$ cat src/rtl/multicycle_control.sv
// Purpose: main control FSM of the multicycle datapath (fetch/decode/execute/mem/writeback).
// Latency: lw 5, sw/R-type/andi 4, beq/j 3 cycles from FETCH to retire with memory always ready.
// Backpressure: FETCH/MEMRD/MEMWR hold on mem_ready=0; MEM_TIMEOUT consecutive stalls trap.
module multicycle_control #(
    parameter int MEM_TIMEOUT = 16,
    parameter int CNT_W       = 5
) (
    input  logic       clk,
    input  logic       rst_n,
    input  logic [5:0] opcode,
    input  logic       mem_ready,
    output logic [2:0] aluop,
    output logic       alusrca,
    output logic [1:0] alusrcb,
    output logic [1:0] pcsrc,
    output logic       pcwrite,
    output logic       pcwritecond,
    output logic       iord,
    output logic       memread,
    output logic       memwrite,
    output logic       irwrite,
    output logic       regdst,
    output logic       memtoreg,
    output logic       regwrite,
    output logic       retire,
    output logic       trap,
    output logic [3:0] state
);

    typedef enum logic [3:0] {
        S_IDLE   = 4'd0,
        S_FETCH  = 4'd1,
        S_DECODE = 4'd2,
        S_MEMADR = 4'd3,
        S_MEMRD  = 4'd4,
        S_MEMWB  = 4'd5,
        S_MEMWR  = 4'd6,
        S_REXE   = 4'd7,
        S_RWB    = 4'd8,
        S_BEQ    = 4'd9,
        S_JUMP   = 4'd10,
        S_IEXE   = 4'd11,
        S_IWB    = 4'd12,
        S_TRAP   = 4'd15
    } state_t;

    localparam logic [5:0] OP_RTYPE = 6'b000000;
    localparam logic [5:0] OP_LW    = 6'b100011;
    localparam logic [5:0] OP_SW    = 6'b101011;
    localparam logic [5:0] OP_BEQ   = 6'b000100;
    localparam logic [5:0] OP_J     = 6'b000010;
    localparam logic [5:0] OP_ANDI  = 6'b001100;

    state_t           cur;
    state_t           nxt;
    logic [CNT_W-1:0] wait_cnt;
    logic [CNT_W-1:0] nxt_cnt;
    logic             is_lw;
    logic             mem_wait;
    logic             timeout;

    // Registered qualifiers for the outputs that must also see mem_ready this cycle.
    logic fetch_q;
    logic jump_q;
    logic memwr_q;
    logic retire_q;

    // Stall bookkeeping and next-state selection; a timeout overrides any normal transition.
    always_comb begin
        mem_wait = ((cur == S_FETCH) || (cur == S_MEMRD) || (cur == S_MEMWR)) && !mem_ready;
        timeout  = mem_wait && (wait_cnt == CNT_W'(MEM_TIMEOUT - 1));
        nxt_cnt  = (mem_wait && !timeout) ? wait_cnt + CNT_W'(1) : '0;
        nxt      = cur;
        case (cur)
            S_IDLE:   nxt = S_FETCH;
            S_FETCH:  if (mem_ready) nxt = S_DECODE;
            S_DECODE: begin
                case (opcode)
                    OP_RTYPE:    nxt = S_REXE;
                    OP_LW, OP_SW: nxt = S_MEMADR;
                    OP_BEQ:      nxt = S_BEQ;
                    OP_J:        nxt = S_JUMP;
                    OP_ANDI:     nxt = S_IEXE;
                    default:     nxt = S_TRAP;
                endcase
            end
            S_MEMADR: nxt = is_lw ? S_MEMRD : S_MEMWR;
            S_MEMRD:  if (mem_ready) nxt = S_MEMWB;
            S_MEMWB:  nxt = S_FETCH;
            S_MEMWR:  if (mem_ready) nxt = S_FETCH;
            S_REXE:   nxt = S_RWB;
            S_RWB:    nxt = S_FETCH;
            S_BEQ:    nxt = S_FETCH;
            S_JUMP:   nxt = S_FETCH;
            S_IEXE:   nxt = S_IWB;
            S_IWB:    nxt = S_FETCH;
            S_TRAP:   nxt = S_TRAP;
            default:  nxt = S_TRAP;
        endcase
        if (timeout) nxt = S_TRAP;
    end

    // State, wait counter, lw/sw latch and outputs registered from the state being entered.
    always_ff @(posedge clk or negedge rst_n) begin
        if (!rst_n) begin
            cur         <= S_IDLE;
            wait_cnt    <= '0;
            is_lw       <= 1'b0;
            aluop       <= 3'b000;
            alusrca     <= 1'b0;
            alusrcb     <= 2'b00;
            pcsrc       <= 2'b00;
            pcwritecond <= 1'b0;
            iord        <= 1'b0;
            memread     <= 1'b0;
            memwrite    <= 1'b0;
            regdst      <= 1'b0;
            memtoreg    <= 1'b0;
            regwrite    <= 1'b0;
            trap        <= 1'b0;
            fetch_q     <= 1'b0;
            jump_q      <= 1'b0;
            memwr_q     <= 1'b0;
            retire_q    <= 1'b0;
        end else begin
            cur      <= nxt;
            wait_cnt <= nxt_cnt;
            if (cur == S_DECODE) is_lw <= (opcode == OP_LW);
            aluop       <= 3'b000;
            alusrca     <= 1'b0;
            alusrcb     <= 2'b00;
            pcsrc       <= 2'b00;
            pcwritecond <= 1'b0;
            iord        <= 1'b0;
            memread     <= 1'b0;
            memwrite    <= 1'b0;
            regdst      <= 1'b0;
            memtoreg    <= 1'b0;
            regwrite    <= 1'b0;
            trap        <= 1'b0;
            fetch_q     <= 1'b0;
            jump_q      <= 1'b0;
            memwr_q     <= 1'b0;
            retire_q    <= 1'b0;
            case (nxt)
                S_FETCH:  begin memread <= 1'b1; alusrcb <= 2'b01; fetch_q <= 1'b1; end
                S_DECODE: alusrcb <= 2'b11;
                S_MEMADR: begin alusrca <= 1'b1; alusrcb <= 2'b10; end
                S_MEMRD:  begin memread <= 1'b1; iord <= 1'b1; end
                S_MEMWB:  begin regwrite <= 1'b1; memtoreg <= 1'b1; retire_q <= 1'b1; end
                S_MEMWR:  begin memwrite <= 1'b1; iord <= 1'b1; memwr_q <= 1'b1; end
                S_REXE:   begin alusrca <= 1'b1; aluop <= 3'b100; end
                S_RWB:    begin regwrite <= 1'b1; regdst <= 1'b1; retire_q <= 1'b1; end
                S_BEQ: begin
                    alusrca     <= 1'b1;
                    aluop       <= 3'b001;
                    pcwritecond <= 1'b1;
                    pcsrc       <= 2'b01;
                    retire_q    <= 1'b1;
                end
                S_JUMP:   begin jump_q <= 1'b1; pcsrc <= 2'b10; retire_q <= 1'b1; end
                S_IEXE:   begin alusrca <= 1'b1; alusrcb <= 2'b10; aluop <= 3'b110; end
                S_IWB:    begin regwrite <= 1'b1; retire_q <= 1'b1; end
                S_TRAP:   trap <= 1'b1;
                default:  ;
            endcase
        end
    end

    // Handshake-qualified enables: the fetch and the store complete only when memory is ready.
    assign pcwrite = jump_q | (fetch_q & mem_ready);
    assign irwrite = fetch_q & mem_ready;
    assign retire  = retire_q | (memwr_q & mem_ready);
    assign state   = cur;

endmodule

$ cat config.mk
export PLATFORM = sky130hd
export DESIGN_NAME = multicycle_control
export DESIGN_NICKNAME = d
export VERILOG_FILES = /design/src/rtl/multicycle_control.sv
export SDC_FILE = /design/constraint.sdc
export NUM_CORES = 1
export LEC_CHECK = 0
export ABC_CLOCK_PERIOD_IN_PS = 3200
export BUFFER_PORTS_ARGS = -buffer_cell sky130_fd_sc_hd__buf_2
export CAP_MARGIN = 20
export CORE_MARGIN = 1.5
export CORE_UTILIZATION = 40
export CTS_BUF_LIST = sky130_fd_sc_hd__clkbuf_16
export DETAILED_ROUTE_END_ITERATION = 10
export PLACE_DENSITY_LB_ADDON = 0.3
export SYNTH_ARGS = -nofsm -noshare
export SYNTH_HDL_FRONTEND = slang
export SYNTH_SLANG_ARGS = --single-unit
$ cat constraint.sdc
create_clock -name clk -period 3.2 [get_ports clk]
set_clock_uncertainty 0.2 [all_clocks]
set_input_delay 0.32 -clock clk [delete_from_list [all_inputs] [get_ports clk]]
set_output_delay 0.32 -clock clk [all_outputs]
set_load 0.01 [all_outputs]
Yosys cells after proc, flatten, opt, wreduce, memory -nomap -nowiden --
Cells that the tools add are included.
Word-level totals: bits in registers 29, input bits 9, output and inout bits 23, logic and storage cells 94
Cells by class: $add $sub $neg 1, eq/ne operators 31, mux-type cells 23, bitwise gates (word level) 4, reductions and logical operators 17
Operators with widths (count):
- == test 4 bit, second input constant | 11
- == test 4 x 3 -> 1 bit, second input constant | 8
- one-hot mux 4 bit (8 select lines) | 1
- one-hot mux 4 bit (5 select lines) | 1
- == test 4 x 2 -> 1 bit, second input constant | 4
- two-way mux 4 bit | 4
- == test 6 bit, second input constant | 2
- two-way mux 1 bit | 12
- one-hot mux 3 bit (3 select lines) | 1
- == test 4 x 1 -> 1 bit, second input constant | 2
- OR reduction 2 bit | 4
- == test 6 x 2 -> 1 bit, second input constant | 1
- == test 6 x 3 -> 1 bit, second input constant | 1
- == test 6 x 4 -> 1 bit, second input constant | 1
- logical NOT 6 bit | 1
- one-hot mux 2 bit (3 select lines) | 1
- OR reduction 6 bit | 1
- adder 5 x 1 -> 5 bit, second input constant | 1
- == test 5 x 4 -> 1 bit, second input constant | 1
- two-way mux 5 bit | 1
- OR reduction 5 bit | 1
- logical NOT 4 bit | 1
- one-hot mux 2 bit (2 select lines) | 1
- OR reduction 4 bit | 1
- other kinds (7) | 13

Longest topological paths before layout --
depth in word-level cells 9, mapped depth 9

Worst setup path after synthesis --
OpenSTA, ideal clock, no wires.
path kind register to register, start register wait_cnt[0], end register aluop[2], setup time 0.127 ns, arrival time 2.161 ns, required time 2.873 ns, setup slack 0.712 ns, cell stages (with the launch flop) 9, period minus slack after synthesis 2.488 ns, cell sequence dfrtp_1 > ha_1 > and3_1 > ha_1 > or4b_1 > a21oi_1 > o22ai_4 > and2_4 > a21boi_1
On the way: word-level cells in the longest chain between the ends 5, elaborated cells between the ends (all ways) 7
Ends and longest elaborated chain:
- start, declared | RTL line 56 | logic [CNT_W-1:0] wait_cnt;
- start signal, assigned | RTL line 127 | wait_cnt <= nxt_cnt;
- == test 5 x 4 -> 1 bit (*) | RTL line 71 | timeout = mem_wait && (wait_cnt == CNT_W'(MEM_TIMEOUT - 1));
- logical AND 1 bit (*) | RTL line 71
- two-way mux 4 bit (*) | RTL line 100 | if (timeout) nxt = S_TRAP;
- net nxt[0] | RTL line 55 | state_t nxt;
- == test 4 bit or == test 4 x 3 -> 1 bit (tied branches) | RTL line 145 | case (nxt)
- one-hot mux 3 bit (3 select lines) (*) | RTL line 145
- end signal, assigned | RTL line 109 | aluop <= 3'b000;
- end signal, assigned | RTL line 152 | S_REXE: begin alusrca <= 1'b1; aluop <= 3'b100; end
- end signal, assigned | RTL line 156 | aluop <= 3'b001;
- end, declared | RTL line 12 | output logic [2:0] aluop,
Mark *: on every way through the listed nets, which the timed path passes. The rest lies on a longest branch. A chain may end at the register's enable or synchronous reset.

Worst setup path after layout --
Ends and elaborated chain as after synthesis.

==> metrics.md <==
| Metric | Value |
|---|---|
| Core area | `about 0.0036 mm2` |
| Initial Utilization | `0.415` |
| Setup violations, final | `0` |
| Clock slew at reported path FFs | `about 0.07 ns` |
| Max Slew Vio Count | `0` |
| Nets | `approximately 180` |
| Total setup buffers inserted after CTS | `0` |
| Placed cell count | `approximately 210` |
| Core Rows | `22` |
| Routability congestion estimate | `0.704` |
| Unrepaired setup endpoints after global routing | `false` |
| Final hold vios | `0` |
| Yosys reg bits | `27` |
| Reg2reg setup slack | `between 0.5 and 0.6 ns` |
| # fillers | `about 360` |
| Vias in the first global route | `1094` |
| Leakage | `about 0.83 nW` |
| Final Non-Filler Cells | `about 220` |
| Max-Cap Viols | `0` |
| Pwr Density | `around 370 mW/mm2` |
| Die W | `64.4 um` |
| CTS tree | `built` |
| N_diodes | `0` |
| CTS Buffer Depth | `2` |
| Hold WC Path Type | `primary input to flip-flop` |
| Worst relative slew slack | `0.611` |
| Detailed Routing Iterations Pass 1 | `4` |
| DRT iter0 DRCs | `between 40 and 50` |
| Total power | `approximately 650 uW` |
| H-tree depth | `1` |
| Final Cycle Share | `0.830` |
| First-pass GRT wire length | `between 5000 and 6000 um` |
| Crit path DAT | `between 2 and 3 ns` |
| CP endpoint kind | `flip-flop` |
| Wire length per cell | `around 14 um` |
| Die outline area | `between 0.004 and 0.005 mm2` |
| DRC violation count after routing | `0` |
| Cell Area, Placed | `0.00165 mm2` |
| Post-Syn Instances | `143` |
| Post-synth top area cell | `dfrtp_1` |
| Yosys cell types | `57` |
| CTS root buf | `clkbuf_16` |
| FFs w/ async S/R, synth | `1.00` |
| Status | `complete, no violations` |
| Latest clock arrival within the worst-skew pair | `0.26 ns` |
| Hold_buf cts | `1` |
| Req. time, crit path | `3.14 ns` |
| Syn_area_per_cell | `about 11 um2` |
| Initial antenna violation count | `0` |
| Final Instance Area | `0.00175 mm2` |
| Synth top area share | `0.449` |
| Tot GR Track Use | `0.163` |
| Least-Margin Pin Slew | `about 0.6 ns` |
| Layout cell share with drive strength beyond 1 | `0.314` |
| Netlist Area Pre-Place | `roughly 0.0015 mm2` |
| Synth Flop Type | `dfrtp_1` |
| Vias per inst | `about 5.2` |
| CP Max Fanout | `8` |
| Post-route setup TNS | `0 ns` |
| Post-synthesis sequential area ratio | `0.449` |
| HPWL after DPL | `roughly 2300 um` |
| Total congestion overflow after global routing | `0` |
| Critical path type | `flip-flop to flip-flop` |
| Num CTS Buffers | `3` |
| Vias | `~1100` |
| Die Y | `approximately 64 um` |
| DRT Wirelength | `slightly above 3000 um` |
| Most area-consuming cells after synthesis | `dfrtp_1, nor2_1, o21ai_0` |
| CP startpoint kind | `flip-flop` |
| Port bufs | `31` |
| EDFF count, synth | `0` |
| Final core utilization | `0.481` |
| Syn Nets | `roughly 150` |
| I/O pin count | `32` |
| Fin crit period | `roughly 2.7 ns` |
| Synth-to-Final Area Change | `15.9%` |
| CTS sink count | `27` |
| Peak Freq | `between 300 and 400 MHz` |
| Post-cts resize count | `0` |
| Max VDD drop | `175 uV` |
| YS warnings | `0` |
| Post-route ant nets | `0` |
| Largest net degree at the start of global routing | `28` |
-- synth_stat cells (all sizes together) (2+ instances only) --
cell type and instances:
a31oi 2, or2 4, nor3 7, o221ai 2, or4b 2, o21ai 10, nand2 4, dfrtp 27
nor3b 5, nand4b 2, ha 2, inv 4, a21oi 3, clkbuf 2, nor2 14, a21boi 3
nor2b 4, buf 8, o21a 3, nand2b 5, nand3 5, o31ai 2, and2 2
-- where the power goes --
| part | leakage (nW) | total, mW | internal (mW) | switching [mW] |
|---|---|---|---|---|
| clock | 0.0371 | 0.284 | 0.170 | 0.115 |
| combinational | 0.447 | 0.0270 | 0.00871 | 0.0183 |
| sequential | 0.346 | 0.341 | 0.341 | 0.0000384 |
-- final timing paths --
| check | end | cells after the start | from |
|---|---|---|---|
| setup / recovery | aluop[2]$_DFF_PN0_ | 8 | wait_cnt[0]$_DFF_PN0_ |
| hold / removal | is_lw$_DFFE_PN0P_ | 2 | opcode[3] |
| min in group asynchronous | regwrite$_DFF_PN0_ | 2 | rst_n |
| setup reg to reg | aluop[2]$_DFF_PN0_ | 8 | wait_cnt[0]$_DFF_PN0_ |
| max in group asynchronous | is_lw$_DFFE_PN0P_ | 2 | rst_n |
| hold reg to reg | wait_cnt[0]$_DFF_PN0_ | 1 | wait_cnt[0]$_DFF_PN0_ |
-- registers in the layout, summed over array words and instances, names as in the netlist, 2 cells and up --
name / count
wait_cnt: 5
state: 4
aluop: 3
alusrcb: 2
-- logic make-up after synthesis --
group / synth area share
AND/OR/NAND/NOR: 0.254
AO/OA/AOI/OAI: 0.200
flip-flops: 0.449
buffers and inverters: 0.0548
adder cells (fa/ha/maj): 0.0233
XOR/XNOR: 0.0116
multiplexers: 0.00747
-- metal layers --
metal	GRT usage	up-vias	part of all wire
li1	-	570	-
met1	0.218	542	0.46
met2	0.267	26	0.51
met3	0.0264	0	0.028
met4	0.0559	0	0
met5	0	-	0
-- cell type report --
| class | instances | area [um2] | area share |
|---|---|---|---|
| multi-input combinational | 102 | 748 | 0.428 |
| timing repair buffer | 32 | 165 | 0.0946 |
| clock inverter | 1 | 7.51 | 0.00430 |
| clock buffer | 3 | 75.1 | 0.0430 |
| sequential | 27 | 676 | 0.387 |
| tap | 48 | 60.1 | 0.0344 |
| inverter | 4 | 15.0 | 0.00860 |
-- cells in the final DEF, fill, tap and decap left out, types with 2 or more instances in the layout --
| cell type | instances |
|---|---|
| a21boi_0 | 2 |
| a21oi_1 | 3 |
| buf_2 | 31 |
| clkbuf_16 | 3 |
| dfrtp_1 | 27 |
| ha_1 | 2 |
| inv_1 | 3 |
| nand2_1 | 3 |
| nand2b_1 | 5 |
| nand3_1 | 4 |
| nor2_1 | 14 |
| nor2b_1 | 4 |
| nor3_1 | 6 |
| nor3b_1 | 5 |
| o21a_1 | 3 |
| o21ai_0 | 8 |
| o221ai_1 | 2 |
| o31ai_1 | 2 |
| or2_2 | 4 |
-- worst max-delay path: stages, from the launching register on --
cell      delay (ns)
dfrtp_1         0.40
ha_1            0.23
and3_1          0.19
ha_1            0.21
or4b_1          0.48
a21oi_1         0.33
o22ai_4         0.18
and2_4          0.19
a21boi_1        0.12
-- stage by stage --
| step | setup slack, ns | hold slack [ns] |
|---|---|---|
| floorplan | 0.712 | -0.176 |
| global placement | 0.600 | 0.144 |
| detailed placement | 0.569 | 0.162 |
| CTS | 0.534 | 0.0870 |
| global route | 0.452 | 0.0971 |
| finish | 0.545 | 0.0939 |
Power figures use the tool's default switching activity.
